File: src/rtl/seq_divider.sv
// seq_divider: multicycle signed/unsigned integer divider, one quotient bit per cycle.
// Uses non-restoring shift/add-sub on a {remainder, quotient} register, then one
// sign fix-up cycle. Divide-by-zero and signed overflow finish in one cycle.
// Ports:
//   clock, reset      rising-edge clock, synchronous active-high reset
//   ctrl_DIV          start pulse; operands and ctrl_signed sampled on the same edge
//   data_operandA/B   dividend / divisor (WIDTH bits)
//   ctrl_signed       1 = two's-complement operands, 0 = unsigned
//   data_result       quotient (truncated toward zero)
//   data_remainder    remainder (takes the dividend's sign)
//   data_exception    divide-by-zero or signed overflow, valid with data_resultRDY
//   data_resultRDY    one-cycle done pulse
//   busy              high while an operation is in flight
module seq_divider #(
  parameter int unsigned WIDTH = 32
) (
  input  logic             clock,
  input  logic             reset,
  input  logic             ctrl_DIV,
  input  logic [WIDTH-1:0] data_operandA,
  input  logic [WIDTH-1:0] data_operandB,
  input  logic             ctrl_signed,
  output logic [WIDTH-1:0] data_result,
  output logic [WIDTH-1:0] data_remainder,
  output logic             data_exception,
  output logic             data_resultRDY,
  output logic             busy
);

  localparam int unsigned CW = $clog2(WIDTH);
  localparam int unsigned AW = 2 * WIDTH + 1;
  localparam logic [WIDTH-1:0] MIN_VAL = {1'b1, {(WIDTH-1){1'b0}}};

  typedef enum logic [1:0] {IDLE, RUN, FIX, DONE} state_e;

  state_e           state_q, state_d;
  logic [CW-1:0]    cnt_q, cnt_d;
  logic [AW-1:0]    acc_q, acc_d;
  logic [WIDTH-1:0] dvsr_q, dvsr_d;
  logic             negq_q, negq_d;
  logic             negr_q, negr_d;
  logic [WIDTH-1:0] result_q, result_d;
  logic [WIDTH-1:0] rem_q, rem_d;
  logic             exc_q, exc_d;
  logic             rdy_q, rdy_d;
  logic             busy_q, busy_d;

  // Operand magnitudes and special-case detection at the start edge.
  logic             a_neg, b_neg, div0, ovf;
  logic [WIDTH-1:0] a_mag, b_mag;

  assign a_neg = ctrl_signed & data_operandA[WIDTH-1];
  assign b_neg = ctrl_signed & data_operandB[WIDTH-1];
  assign a_mag = a_neg ? (~data_operandA + WIDTH'(1)) : data_operandA;
  assign b_mag = b_neg ? (~data_operandB + WIDTH'(1)) : data_operandB;
  assign div0  = (data_operandB == '0);
  assign ovf   = ctrl_signed && (data_operandA == MIN_VAL) && (&data_operandB);

  // One non-restoring step: shift left, add or subtract by previous sign,
  // quotient bit is the inverted sign of the new partial remainder.
  logic [WIDTH:0]   up_sh, up_new;
  logic [AW-1:0]    step_acc;

  assign up_sh    = acc_q[AW-2:WIDTH-1];
  assign up_new   = acc_q[AW-1] ? (up_sh + {1'b0, dvsr_q}) : (up_sh - {1'b0, dvsr_q});
  assign step_acc = {up_new, acc_q[WIDTH-2:0], ~up_new[WIDTH]};

  // Fix-up: restore a negative final remainder, then apply result signs.
  // The corrected remainder lies in [0, |B|), so WIDTH-bit arithmetic suffices.
  logic [WIDTH-1:0] rem_mag, quo_mag, quo_fix, rem_fix;

  assign rem_mag = acc_q[AW-1] ? (acc_q[AW-2:WIDTH] + dvsr_q) : acc_q[AW-2:WIDTH];
  assign quo_mag = acc_q[WIDTH-1:0];
  assign quo_fix = negq_q ? (~quo_mag + WIDTH'(1)) : quo_mag;
  assign rem_fix = negr_q ? (~rem_mag + WIDTH'(1)) : rem_mag;

  // State and datapath registers.
  always_ff @(posedge clock) begin
    if (reset) begin
      state_q  <= IDLE;
      cnt_q    <= '0;
      acc_q    <= '0;
      dvsr_q   <= '0;
      negq_q   <= 1'b0;
      negr_q   <= 1'b0;
      result_q <= '0;
      rem_q    <= '0;
      exc_q    <= 1'b0;
      rdy_q    <= 1'b0;
      busy_q   <= 1'b0;
    end else begin
      state_q  <= state_d;
      cnt_q    <= cnt_d;
      acc_q    <= acc_d;
      dvsr_q   <= dvsr_d;
      negq_q   <= negq_d;
      negr_q   <= negr_d;
      result_q <= result_d;
      rem_q    <= rem_d;
      exc_q    <= exc_d;
      rdy_q    <= rdy_d;
      busy_q   <= busy_d;
    end
  end

  // Next-state and next-output logic; a start aborts anything in flight.
  always_comb begin
    state_d  = state_q;
    cnt_d    = cnt_q;
    acc_d    = acc_q;
    dvsr_d   = dvsr_q;
    negq_d   = negq_q;
    negr_d   = negr_q;
    result_d = result_q;
    rem_d    = rem_q;
    exc_d    = exc_q;
    rdy_d    = 1'b0;
    busy_d   = 1'b0;

    if (ctrl_DIV) begin
      cnt_d    = '0;
      result_d = '0;
      rem_d    = '0;
      exc_d    = 1'b0;
      if (div0) begin
        state_d = DONE;
        exc_d   = 1'b1;
        rem_d   = data_operandA;
        rdy_d   = 1'b1;
      end else if (ovf) begin
        state_d  = DONE;
        exc_d    = 1'b1;
        result_d = MIN_VAL;
        rdy_d    = 1'b1;
      end else begin
        state_d = RUN;
        acc_d   = {{(WIDTH+1){1'b0}}, a_mag};
        dvsr_d  = b_mag;
        negq_d  = a_neg ^ b_neg;
        negr_d  = a_neg;
        busy_d  = 1'b1;
      end
    end else begin
      case (state_q)
        IDLE: state_d = IDLE;
        RUN: begin
          acc_d  = step_acc;
          cnt_d  = cnt_q + CW'(1);
          busy_d = 1'b1;
          if (cnt_q == CW'(WIDTH - 1)) state_d = FIX;
        end
        FIX: begin
          result_d = quo_fix;
          rem_d    = rem_fix;
          exc_d    = 1'b0;
          rdy_d    = 1'b1;
          state_d  = DONE;
        end
        DONE:    state_d = IDLE;
        default: state_d = IDLE;
      endcase
    end
  end

  assign data_result    = result_q;
  assign data_remainder = rem_q;
  assign data_exception = exc_q;
  assign data_resultRDY = rdy_q;
  assign busy           = busy_q;

endmodule

File: config.mk
export PLATFORM = sky130hd
export DESIGN_NAME = seq_divider
export DESIGN_NICKNAME = d
export VERILOG_FILES = /design/src/rtl/seq_divider.sv
export SDC_FILE = /design/constraint.sdc
export NUM_CORES = 1
export LEC_CHECK = 0
export ABC_CLOCK_PERIOD_IN_PS = 7750
export CAP_MARGIN = 20
export CORE_ASPECT_RATIO = 1.4
export CORE_MARGIN = 2
export CORE_UTILIZATION = 53
export DETAILED_ROUTE_END_ITERATION = 12
export DONT_BUFFER_PORTS = 1
export PLACE_DENSITY = 0.76
export SYNTH_ARGS = -nofsm -noshare
export SYNTH_HDL_FRONTEND = slang
export SYNTH_SLANG_ARGS = --single-unit
File: constraint.sdc
create_clock -name clock -period 7.75 [get_ports clock]
set_input_delay 1.55 -clock clock [delete_from_list [all_inputs] [get_ports clock]]
set_output_delay 1.55 -clock clock [all_outputs]
set_load 0.05 [all_outputs]
==> results list, run 1 <==
- In this run the deepest clock path goes through 2 buffers.
- Tot GR Track Use: 0.276
- Ratio of total power to cell area: 192 nW/µm²
- Wire per inst: roughly 18 µm
* Worst slew pin tran: 0.915 ns
* Antenna violation net count after detailed routing: 0
- Broken down by cell family, the worst path's largest delay share belongs to compound AO/OA/AOI/OAI gates.
* Number of warning messages in the yosys log: 0
* Ratio of routed vias to standard cells: 6.19
- TritonCTS built the clock tree.
- Total of flip-flops plus latches after synthesis: 173
* Cell area after synthesis: 13600 µm²
* Maximum clock frequency: 196 MHz
- Headroom to the max-slew limit came out at 0.390.
* Initial antenna violation count: 0
* Slowest stage cell on the critical path: sky130_fd_sc_hd__a2111oi_0
- Number of buffer cells added on primary ports: 0
- Static power due to leakage: roughly 5.5 nW
- Of all nets on the critical path, the largest fanout is 5.
* Antenna cell count: 0
- Number of setup violations in the final report: 0
- The number of global-route vias before repair came to 12261.
* Total internal power: 1.78 mW
- Net switching power: 0.957 mW
- Placed wire-length estimate: 28300 µm
* Final hold violation count: 0
- CP max stage delay: 0.65 ns
- For this run, the post-layout net count is about 1900.
* Most instantiated flip-flop cell in the synthesis netlist: sky130_fd_sc_hd__dfxtp_1
- Final wirelength: 37400 µm
- Clock-pin slew was measured on the worst setup and hold paths at about 0.07 ns.
- The share of total power dissipated in combinational logic is 0.281.
- Cell chosen for the clock root: sky130_fd_sc_hd__clkbuf_16
* Largest net degree at the start of global routing: 141
- For the worst-skew pair, the clock arrives at the later sink with an insertion delay of 0.45 ns.
- Synthesized netlist cell count: 1808
- The average instance in the mapped netlist occupies 7.50 µm².
- Relative contribution of sequential cells to total power: 0.391
* Total of hold buffers inserted after clock tree synthesis: 0
- Post-CTS timing repair inserted 0 buffers for setup.
- Of the cells placed in the final design, the portion with a size suffix greater than 1 is 0.0448.
- For the final routed database, the setup TNS stands at 0 ns.
* Final critical-path required period: 5.11 ns
* Status: complete, no violations
- The max-slew violation count is 0.
* Count of different cell masters after synthesis: 75
* Setup repair after global routing missed its margin: false
- GRT Residual Overflow: 0
* Post_cts resized: 0
- DRC errors left: 0
* Share of synthesized area occupied by flip-flops and latches: 0.255
- The share of synthesized area in the top cell type comes to 0.255.
* Critical Path AT: 5.42 ns
* Share of power burned in the clock network: 0.328
- The die covers 26900 µm².
- Top cells by area in the synthesized netlist: sky130_fd_sc_hd__dfxtp_1 (26%), sky130_fd_sc_hd__nor2_1 (7.4%), sky130_fd_sc_hd__a21oi_1 (6.9%)
- Data on the critical path is required at its endpoint by 8.07 ns.
- Counting every net in the synthesized netlist gives 1951.
* Count of vias placed by the detailed router: 12744
- Counting the fill cells in the layout gives around 2400.
* Area added between synthesis and finish: 5.28%
* Boundary pin count: 135
- Final weighted congestion of routability-driven global placement: 0.958
- Buffers inserted during clock tree synthesis total 17.
- In the synthesized netlist the async set-or-reset flop fraction comes to 0.
- Total core area: 25300 µm²
* Crit path cell chain: inv_1 -> ha_1 -> nor2_1 -> xor2_1 -> ha_1 -> nor2b_1 -> o21ai_0 -> nand2b_1 -> a2111oi_0 -> o31ai_1 -> a41o_1 -> a221o_1 -> a21oi_1 -> o21ai_0 -> a221oi_1 -> o311ai_1 -> xnor2_1 -> a221oi_1
* Clock sinks: ~170
* Cell type contributing the most total cell area after synthesis: sky130_fd_sc_hd__dfxtp_1
- The min-delay analysis places its worst path in the category reg2reg.
* Iteration-0 DRC count of the detailed router: ~960
- Row count: 69
- Number of detailed-routing iterations run before antenna repair: 6
- In the post-route analysis, the smallest setup slack over all paths is 2.64 ns.
- Kind of end point of the critical path: flop
- Die Height: 193 µm
* Wire length of the first global-routing pass: roughly 60000 µm
* Horiz. Die Dim: 139 µm
- The clock arrives with 0.00834 ns of skew.
- Final hold slack: 0.495 ns
* Number of synthesized flops with an enable pin: 0
* Critical Setup Path Class: reg2reg
* Initial standard-cell utilization of the core: 0.536
- Proportion of total power due to net switching: 0.349
- Peak supply drop: 0.000196 V
- Number of maximum-capacitance violations: 0
* H-Tree Depth: 4
* Final worst path period share: 0.659
- Prior to clock tree synthesis, the placed netlist has a worst setup slack of 2.39 ns.
* Count of buffering cells on the critical path with inverters included: 1
- STA classifies the critical path startpoint as a flop.
[per-stage QoR]
step | utilization | instances | cell area (µm²) | power [mW]
after global placement | 0.540 | 2028 | 13700 | 1.83
after floorplan | - | 1808 | 13600 | 1.70
after CTS | 0.564 | 2059 | 14300 | 2.74
final | 0.564 | 2059 | 14300 | 2.74
after detailed placement | 0.541 | 2029 | 13700 | 1.85
after global routing | 0.564 | 2059 | 14300 | 2.88
[synth_stat cells, types with 8 or more instances]
cell type                    n
sky130_fd_sc_hd__nor2_1    266
sky130_fd_sc_hd__a21oi_1   188
sky130_fd_sc_hd__dfxtp_1   173
sky130_fd_sc_hd__nand2_1   121
sky130_fd_sc_hd__xor2_1     99
sky130_fd_sc_hd__clkbuf_1   97
sky130_fd_sc_hd__xnor2_1    97
sky130_fd_sc_hd__a211oi_1   88
sky130_fd_sc_hd__o21ai_0    84
sky130_fd_sc_hd__ha_1       73
sky130_fd_sc_hd__nor3_1     52
sky130_fd_sc_hd__nand3_1    46
sky130_fd_sc_hd__inv_1      44
sky130_fd_sc_hd__a21o_1     32
sky130_fd_sc_hd__mux2i_1    29
sky130_fd_sc_hd__nand2b_1   21
sky130_fd_sc_hd__nand4_1    19
sky130_fd_sc_hd__o31ai_1    19
sky130_fd_sc_hd__nor4_1     17
sky130_fd_sc_hd__o41ai_1    17
sky130_fd_sc_hd__a31oi_1    16
sky130_fd_sc_hd__a211o_1    12
sky130_fd_sc_hd__a22oi_1    12
sky130_fd_sc_hd__and3_1     12
sky130_fd_sc_hd__buf_1      12
sky130_fd_sc_hd__o21a_1     11
sky130_fd_sc_hd__or4_1      11
sky130_fd_sc_hd__a22o_1      9
sky130_fd_sc_hd__or2_2       9
sky130_fd_sc_hd__a221oi_1    8
sky130_fd_sc_hd__nor2b_1     8
sky130_fd_sc_hd__o21bai_1    8
sky130_fd_sc_hd__or3_1       8
[worst min-delay path, delay by kind of cell, from the launching register on]
family / cells / cell delay, ns
AND/OR/NAND/NOR: 1 / 0.07
flip-flops: 1 / 0.33
AO/OA/AOI/OAI: 1 / 0.06
[sequential cells by signal, summed over array words and instances (netlist names)]
| register | flops |
|---|---|
| acc_q | 65 |
| busy | 1 |
| cnt_q | 5 |
| data_exception | 1 |
| data_remainder | 32 |
| data_result | 32 |
| data_resultRDY | 1 |
| dvsr_q | 32 |
| negq_q | 1 |
| negr_q | 1 |
| state_q | 2 |
[area by class of cell]
class / count / area (µm²) / share of cell area
sequential: 173 / 3460 / 0.243
clock inverter: 12 / 161 / 0.0113
timing repair buffer: 13 / 105 / 0.00736
clock buffer: 18 / 439 / 0.0308
multi-input combinational: 1479 / 9540 / 0.668
inverter: 45 / 169 / 0.0118
tap: 319 / 399 / 0.0280
[placed cells by master, fill, tap and decap left out, types with 46 or more instances in the layout]
cell type	count
sky130_fd_sc_hd__a211oi_1	88
sky130_fd_sc_hd__a21oi_1	188
sky130_fd_sc_hd__dfxtp_1	172
sky130_fd_sc_hd__ha_1	72
sky130_fd_sc_hd__nand2_1	121
sky130_fd_sc_hd__nand3_1	46
sky130_fd_sc_hd__nor2_1	263
sky130_fd_sc_hd__nor3_1	52
sky130_fd_sc_hd__o21ai_0	84
sky130_fd_sc_hd__xnor2_1	97
sky130_fd_sc_hd__xor2_1	99
[cell families (layout without fill, tap and decap cells)]
group / count (synthesis) / count (layout) / synth area share
compound gates: 560 / 560 / 0.271
flops: 173 / 173 / 0.255
xor+xnor: 196 / 196 / 0.127
mux: 34 / 34 / 0.0258
buf+inv: 156 / 88 / 0.0434
fa+ha+maj: 75 / 75 / 0.0703
simple gates: 614 / 614 / 0.207
[final timing paths]
path | startpoint | end | slack [ns] | cells after the start
worst max-delay path | dvsr_q[1] | acc_q[0] | 2.64 | 18
worst min-delay path | state_q[1] | state_q[1] | 0.49 | 2
worst max register to register | dvsr_q[1] | acc_q[0] | 2.64 | 18
worst min register to register | state_q[1] | state_q[1] | 0.49 | 2
[power by group through the flow]
stage	logic [mW]	clock network (mW)	registers, mW
CTS	0.763	0.909	1.07
finish	0.769	0.899	1.07
detailed placement	0.758	0	1.09
global route	0.861	0.942	1.08
floorplan	0.644	0	1.06
global placement	0.742	0	1.09
[metal layers]
metal / routed length [µm] / vias to the layer above / GRT usage
met2: 18600 / 381 / 0.490
li1: - / 6388 / -
met3: 2090 / 78 / 0.0460
met5: 0 / - / 0
met1: 15500 / 5897 / 0.328
met4: 1280 / 0 / 0.115
Power figures use the tool's default switching activity.
==> inputs of run 2 (changes only) <==
--- a/config.mk
+++ b/config.mk
@@ -5,14 +5,14 @@
 export SDC_FILE = /design/constraint.sdc
 export NUM_CORES = 1
 export LEC_CHECK = 0
-export ABC_CLOCK_PERIOD_IN_PS = 7750
+export ABC_CLOCK_PERIOD_IN_PS = 4600
 export CAP_MARGIN = 20
 export CORE_ASPECT_RATIO = 1.4
 export CORE_MARGIN = 2
 export CORE_UTILIZATION = 53
 export DETAILED_ROUTE_END_ITERATION = 12
 export DONT_BUFFER_PORTS = 1
-export PLACE_DENSITY = 0.76
+export PLACE_DENSITY = 0.79
 export SYNTH_ARGS = -nofsm -noshare
 export SYNTH_HDL_FRONTEND = slang
 export SYNTH_SLANG_ARGS = --single-unit
==> constraint.sdc (replaced) <==
create_clock -name clock -period 4.6 [get_ports clock]
set_input_delay 0.92 -clock clock [delete_from_list [all_inputs] [get_ports clock]]
set_output_delay 0.92 -clock clock [all_outputs]
set_load 0.05 [all_outputs]
==> run 2 against run 1 <==
Effect of this change:
- die area stayed put
- maximum frequency up 18%
- clock skew rose by 0.00074 ns
- routed wire length grew 5.1%
- via count increased by 4.6%
- sequential share of layout area fell by 0.40 points
- cell area is 1.8% higher
- first-iteration DRC count grew 3.8%
- register-to-register slack got worse by 2.4 ns
- clock power increased by 64%
- combinational power increased by 77%
- sequential power is 67% higher
- largest cell class unchanged
- highest routed layer unchanged
==> results list, run 2 (synthesis results as in run 1) <==
- The flow ran to the end, and the final reports show no timing, DRC or antenna violations.
- For this run the aggregate overflow at the end of global routing stands at 0.
- TritonCTS buffer count: 17
- The max-slew violation count was 0.
* Worst setup SP type: flop
- Entering global routing, the biggest net connects 141 pins.
- Total internal power: 2.97 mW
* Share of total power in combinational logic: 0.294
- The number of antenna violations at the first check in global routing came to 0.
* Horiz. Die Dim: 139 µm
- Setup violations remaining at the end of the flow were counted as 0.
* Setup repair after global routing missed its margin: false
* Layout net count: 1897
- Clock Skew: between 0.009 and 0.01 ns
* Ratio of total power to cell area: 318 nW/µm²
- Class of the worst hold path: reg2reg
- Static power due to leakage: around 5.7 nW
- Placed wire-length estimate: 29700 µm
* Bufs on Longest Clock Path: 2
- Count of buffering cells on the critical path with inverters included: 0
* Final worst path period share: 0.937
* Number of post-CTS setup repair buffers: 0
- Final weighted congestion of routability-driven global placement: 0.936
- Critical Path AT: between 4 and 5 ns
- DP Area: 13900 µm²
- Fraction of layout cells with a size suffix above 1: 0.0674
* Net switching power: 1.66 mW
- The register with the most flip-flops in the layout has 65 of them.
* Antenna cell count: 0
- Final wirelength: about 40000 µm
* Final hold violation count: 0
- Number of maximum-capacitance violations: 0
- Clock transition time at the flip-flop clock pins of the worst setup and hold paths: 0.07 ns
* H-Tree Depth: 4
- Area added between synthesis and finish: 7.18%
* Largest Register: acc_q
- Wire length of the first global-routing pass: 63500 µm
- Die outline area: approximately 27000 µm²
- Total of hold buffers inserted after clock tree synthesis: 0
- Clock tree from TritonCTS: yes
- Tot GR Track Use: 0.285
- Relative contribution of sequential cells to total power: 0.388
- The number of global-route vias before repair came to 12989.
- Ratio of routed vias to standard cells: 6.39
* Utilization after layout: 0.575
- Maximum clock frequency: 232 MHz
* Proportion of total power due to net switching: 0.358
* Final critical-path required period: 4.31 ns
* Critical path's most frequent cell: sky130_fd_sc_hd__o21a_1
* DRC errors left: 0
- The initial utilization of the core area, before any placement, comes to 0.536.
- Clock tree synthesis selected as its root buffer the cell sky130_fd_sc_hd__clkbuf_16.
- For the worst setup path, the data required time is 4.92 ns.
- The pre-antenna-repair detailed-routing pass consisted of 5 iterations.
- Worst slew pin tran: 1.12 ns
* Number of buffer cells added on primary ports: 0
- Final hold slack: around 0.5 ns
- Post_cts resized: 0
- Kind of end point of the critical path: flop
- The critical path in this run is classified as reg2reg.
- The core region is 25300 µm².
* Boundary pin count: ~140
- Latest clock arrival within the worst-skew pair: 0.45 ns
- Commonest cells after routing, fill and taps aside: sky130_fd_sc_hd__nor2_1 (263), sky130_fd_sc_hd__a21oi_1 (186), sky130_fd_sc_hd__dfxtp_1 (169)
- Largest fanout on the critical path: 6
* Share of power burned in the clock network: 0.318
- The worst pin sits at a relative slew slack of 0.254.
- CP max stage delay: 0.43 ns
* Row count: 69
- Iteration-0 DRC count of the detailed router: 994
- Peak supply drop: 0.000335 V
* Wire per inst: 18.9 µm
* Crit path cell chain: ha_1 -> o21a_1 -> a211o_2 -> a311oi_2 -> nor2_1 -> a22o_1 -> o21ai_0 -> mux2_2 -> a221oi_1 -> and4_1 -> nand2_1 -> o21a_1 -> xnor2_1 -> a2111oi_0
- The largest individual stage delay along the critical path comes from the cell sky130_fd_sc_hd__a211o_2.
- The count of nets left with antenna violations once routing finished came out at 0.
- Count of vias placed by the detailed router: 13328
- The library cell used most frequently in the layout, excluding fill and tap cells, is sky130_fd_sc_hd__nor2_1.
* Final Instance Area: 14500 µm²
- From bottom edge to top edge, the die measures 193 µm.
- Total power of the final layout: around 4.6 mW
- Summed negative setup slack over all endpoints: 0 ns
- The cell family contributing the most delay on the critical path is compound AO/OA/AOI/OAI gates.
- The tree built by TritonCTS fans out to about 170 sinks.
-- run 2: cell count changes in the layout (fill, tap and decap cells not counted), sizes merged --
cell / before / now
bufinv: 3 / 2
clkinvlp: 2 / 5
buf: 13 / 38
inv: 48 / 49
clkbuf: 18 / 17
clkinv: 4 / 3
-- run 2: worst paths after layout --
check,slack (ns),startpoint,to,cells after the start
worst min register to register,0.50,state_q[1],state_q[1],2
worst max register to register,0.29,acc_q[34],data_remainder[31],14
worst min-delay path,0.50,state_q[1],state_q[1],2
worst max-delay path,0.29,acc_q[34],data_remainder[31],14
-- run 2: per-stage QoR --
stage / cells / setup slack [ns]
3_3_place_gp: 2054 / 0.280
3_5_place_dp: 2054 / 0.115
2_1_floorplan: 1808 / 0.0232
5_1_grt: 2085 / 0.00505
4_1_cts: 2085 / 0.106
6_report: 2085 / 0.289
-- run 2: power by group through the flow --
stage	Sequential (mW)	Clock (mW)	Combinational [mW]
floorplan	1.78	0	1.10
global placement	1.82	0	1.31
detailed placement	1.82	0	1.33
CTS	1.79	1.48	1.34
global route	1.81	1.54	1.51
finish	1.79	1.47	1.36
-- run 2: layout make-up --
cell class	instances	area, µm²
clock inverter	14	158
multi-input combinational	1479	9620
tap	319	399
timing repair buffer	38	298
clock buffer	17	425
inverter	45	169
sequential	173	3470
fill	2342	10800
-- run 2: worst register-to-register path, stage by stage, from the launching register on --
cell	delay, ns
sky130_fd_sc_hd__dfxtp_1	0.34
sky130_fd_sc_hd__ha_1	0.41
sky130_fd_sc_hd__o21a_1	0.26
sky130_fd_sc_hd__a211o_2	0.43
sky130_fd_sc_hd__a311oi_2	0.35
sky130_fd_sc_hd__nor2_1	0.14
sky130_fd_sc_hd__a22o_1	0.28
sky130_fd_sc_hd__o21ai_0	0.19
sky130_fd_sc_hd__mux2_2	0.36
sky130_fd_sc_hd__a221oi_1	0.31
sky130_fd_sc_hd__and4_1	0.35
sky130_fd_sc_hd__nand2_1	0.09
sky130_fd_sc_hd__o21a_1	0.19
sky130_fd_sc_hd__xnor2_1	0.12
sky130_fd_sc_hd__a2111oi_0	0.39
-- run 2: per-layer routing --
| metal | GRT usage | part of all wire | vias to the layer above |
|---|---|---|---|
| met5 | 0 | 0 | - |
| li1 | - | - | 6453 |
| met4 | 0.114 | 0.030 | 0 |
| met1 | 0.327 | 0.40 | 6305 |
| met3 | 0.0485 | 0.062 | 87 |
| met2 | 0.520 | 0.50 | 483 |
==> variant (config.mk and constraints of run 2) <==
The 4 states of `state_e` get a Gray code encoding in 2 bits.
--- a/src/rtl/seq_divider.sv
+++ b/src/rtl/seq_divider.sv
@@ -31,7 +31,7 @@
   localparam int unsigned AW = 2 * WIDTH + 1;
   localparam logic [WIDTH-1:0] MIN_VAL = {1'b1, {(WIDTH-1){1'b0}}};
 
-  typedef enum logic [1:0] {IDLE, RUN, FIX, DONE} state_e;
+  typedef enum logic [1:0] {IDLE = 2'b00, RUN = 2'b01, FIX = 2'b11, DONE = 2'b10} state_e;
 
   state_e           state_q, state_d;
   logic [CW-1:0]    cnt_q, cnt_d;
Check against the original RTL: same outputs for any inputs over 10 cycles, from zero or initial values and one cycle with reset high; not proved beyond that.
==> variant against run 2 <==
- final area decreased by 0.17%
- routed wire length increased by 6.4%
- highest routed layer unchanged
- non-clock buffer count increased by 37
- clock power increased by 5%
- sequential cell count unchanged
- critical path depth unchanged
- worst setup slack got worse by 0.13 ns
- synthesized cell count decreased by 5.3%
- power increased by 0.75%
- synthesized area decreased by 1.7%
- combinational power increased by 4%
==> variant: results <==
metrics = {
    "status": {
        "status": "complete, no violations",
    },
    "placed_design": {
        "place.gp.congestion": 0.969,
        "placed_area_um2": 13900,
        "place_inst": 2010,
        "dp_hpwl_um": 32100,
    },
    "drt": {
        "wl_met1_um": 15700,
        "drt-initial-drc-count": 981,
        "dr.pass1.iters": 7,
        "num_vias": 13300,
        "wl_per_cell_um": 20.5,
        "wl_met3_um": 2610,
        "post_drt_via_cell_ratio": 6.51,
        "highest_layer": "met4",
        "wl_met2_um": 21000,
    },
    "layout": {
        "n_fill_cell": 2216,
        "drive_gt1_share_pct": 9.03,
        "seqCellArea_um2": 3460,
    },
    "global_route": {
        "gr-usage-met2_pct": 55.7,
        "grt_pass1_wl_um": 65700,
        "gr-usage-met1_pct": 33.3,
        "grt_max_degree": 92,
        "grt_use_met3_pct": 5.81,
        "grt_usage_pct": 30.7,
    },
    "critical_path": {
        "max_stage_delay_ns": 0.60,
        "cp_max_fo": 6,
        "crit_slowest_cell": "or4b_4",
        "crit_path_end_kind": "flop",
        "critPathLaunch": "dvsr_q[0]$_SDFFE_PP0P_",
        "arrival_ns": 4.79,
        "regToRegSetupSlack_ns": 0.16,
    },
    "sta": {
        "tightest_slew_ns": 1.12,
        "fmax_ghz": 0.225,
        "finClkSkew_ns": 0.0171,
        "holdWs_ns": 0.472,
    },
    "clock_tree": {
        "cts_buffer_depth": 2,
        "clk_pin_slew_worst_paths_ns": 0.07,
    },
    "yosys": {
        "netlist_instances": 1712,
        "synthTopCellsByArea": "dfxtp_1, xor2_1, ha_1, nor2_1, a21oi_1",
        "synth.distinct_cells": 93,
        "synthFlopType": "dfxtp_1",
        "syn-num-nets": 1853,
        "synthTopCellsByCount": "nor2_1, dfxtp_1, nand2_1, a21oi_1, xor2_1",
        "seq_area_frac_synth_pct": 26.0,
    },
    "min_path": {
        "min_to": "cnt_q[4]$_SDFFE_PP0P_",
        "hp-start": "cnt_q[4]$_SDFFE_PP0P_",
    },
    "power_and_ir_drop": {
        "ir_worst_vdd_v": 0.000297,
        "power.static_leakage_uw": 0.00552,
    },
}
## variant: cell types whose count changed after synthesis, sizes merged, moves of 12 or more
cell,before,now
a211oi,89,72
clkbuf,98,84
nand3,47,23
a21o,32,18
nand2,121,142
xnor2,97,78
a22o,9,55
nand2b,21,9
mux2i,29,13
nor2,266,232
o211ai,3,16
a21oi,188,141
## variant: cell families (layout without fill, tap and decap cells)
group           Yosys count  in the layout  share of synthesized area [%]
simple gates            580            580                           20.4
compound gates          556            556                           28.7
xor+xnor                187            187                           12.4
flops                   173            173                           26.0
buf+inv                 128            143                           4.33
fa+ha+maj                73             73                           6.97
mux                      15             15                           1.15
## variant: layout make-up
type	count	area share, %
sequential	173	23.9
clock buffer	18	2.96
multi-input combinational	1411	64.2
tap	315	2.72
timing repair buffer	75	4.05
inverter	36	0.931
clock inverter	14	1.27
## variant: power breakdown
group / internal [uW] / total, uW / switching (uW)
Sequential: 1570 / 1710 / 134
Clock: 866 / 1540 / 677
Combinational: 594 / 1410 / 818
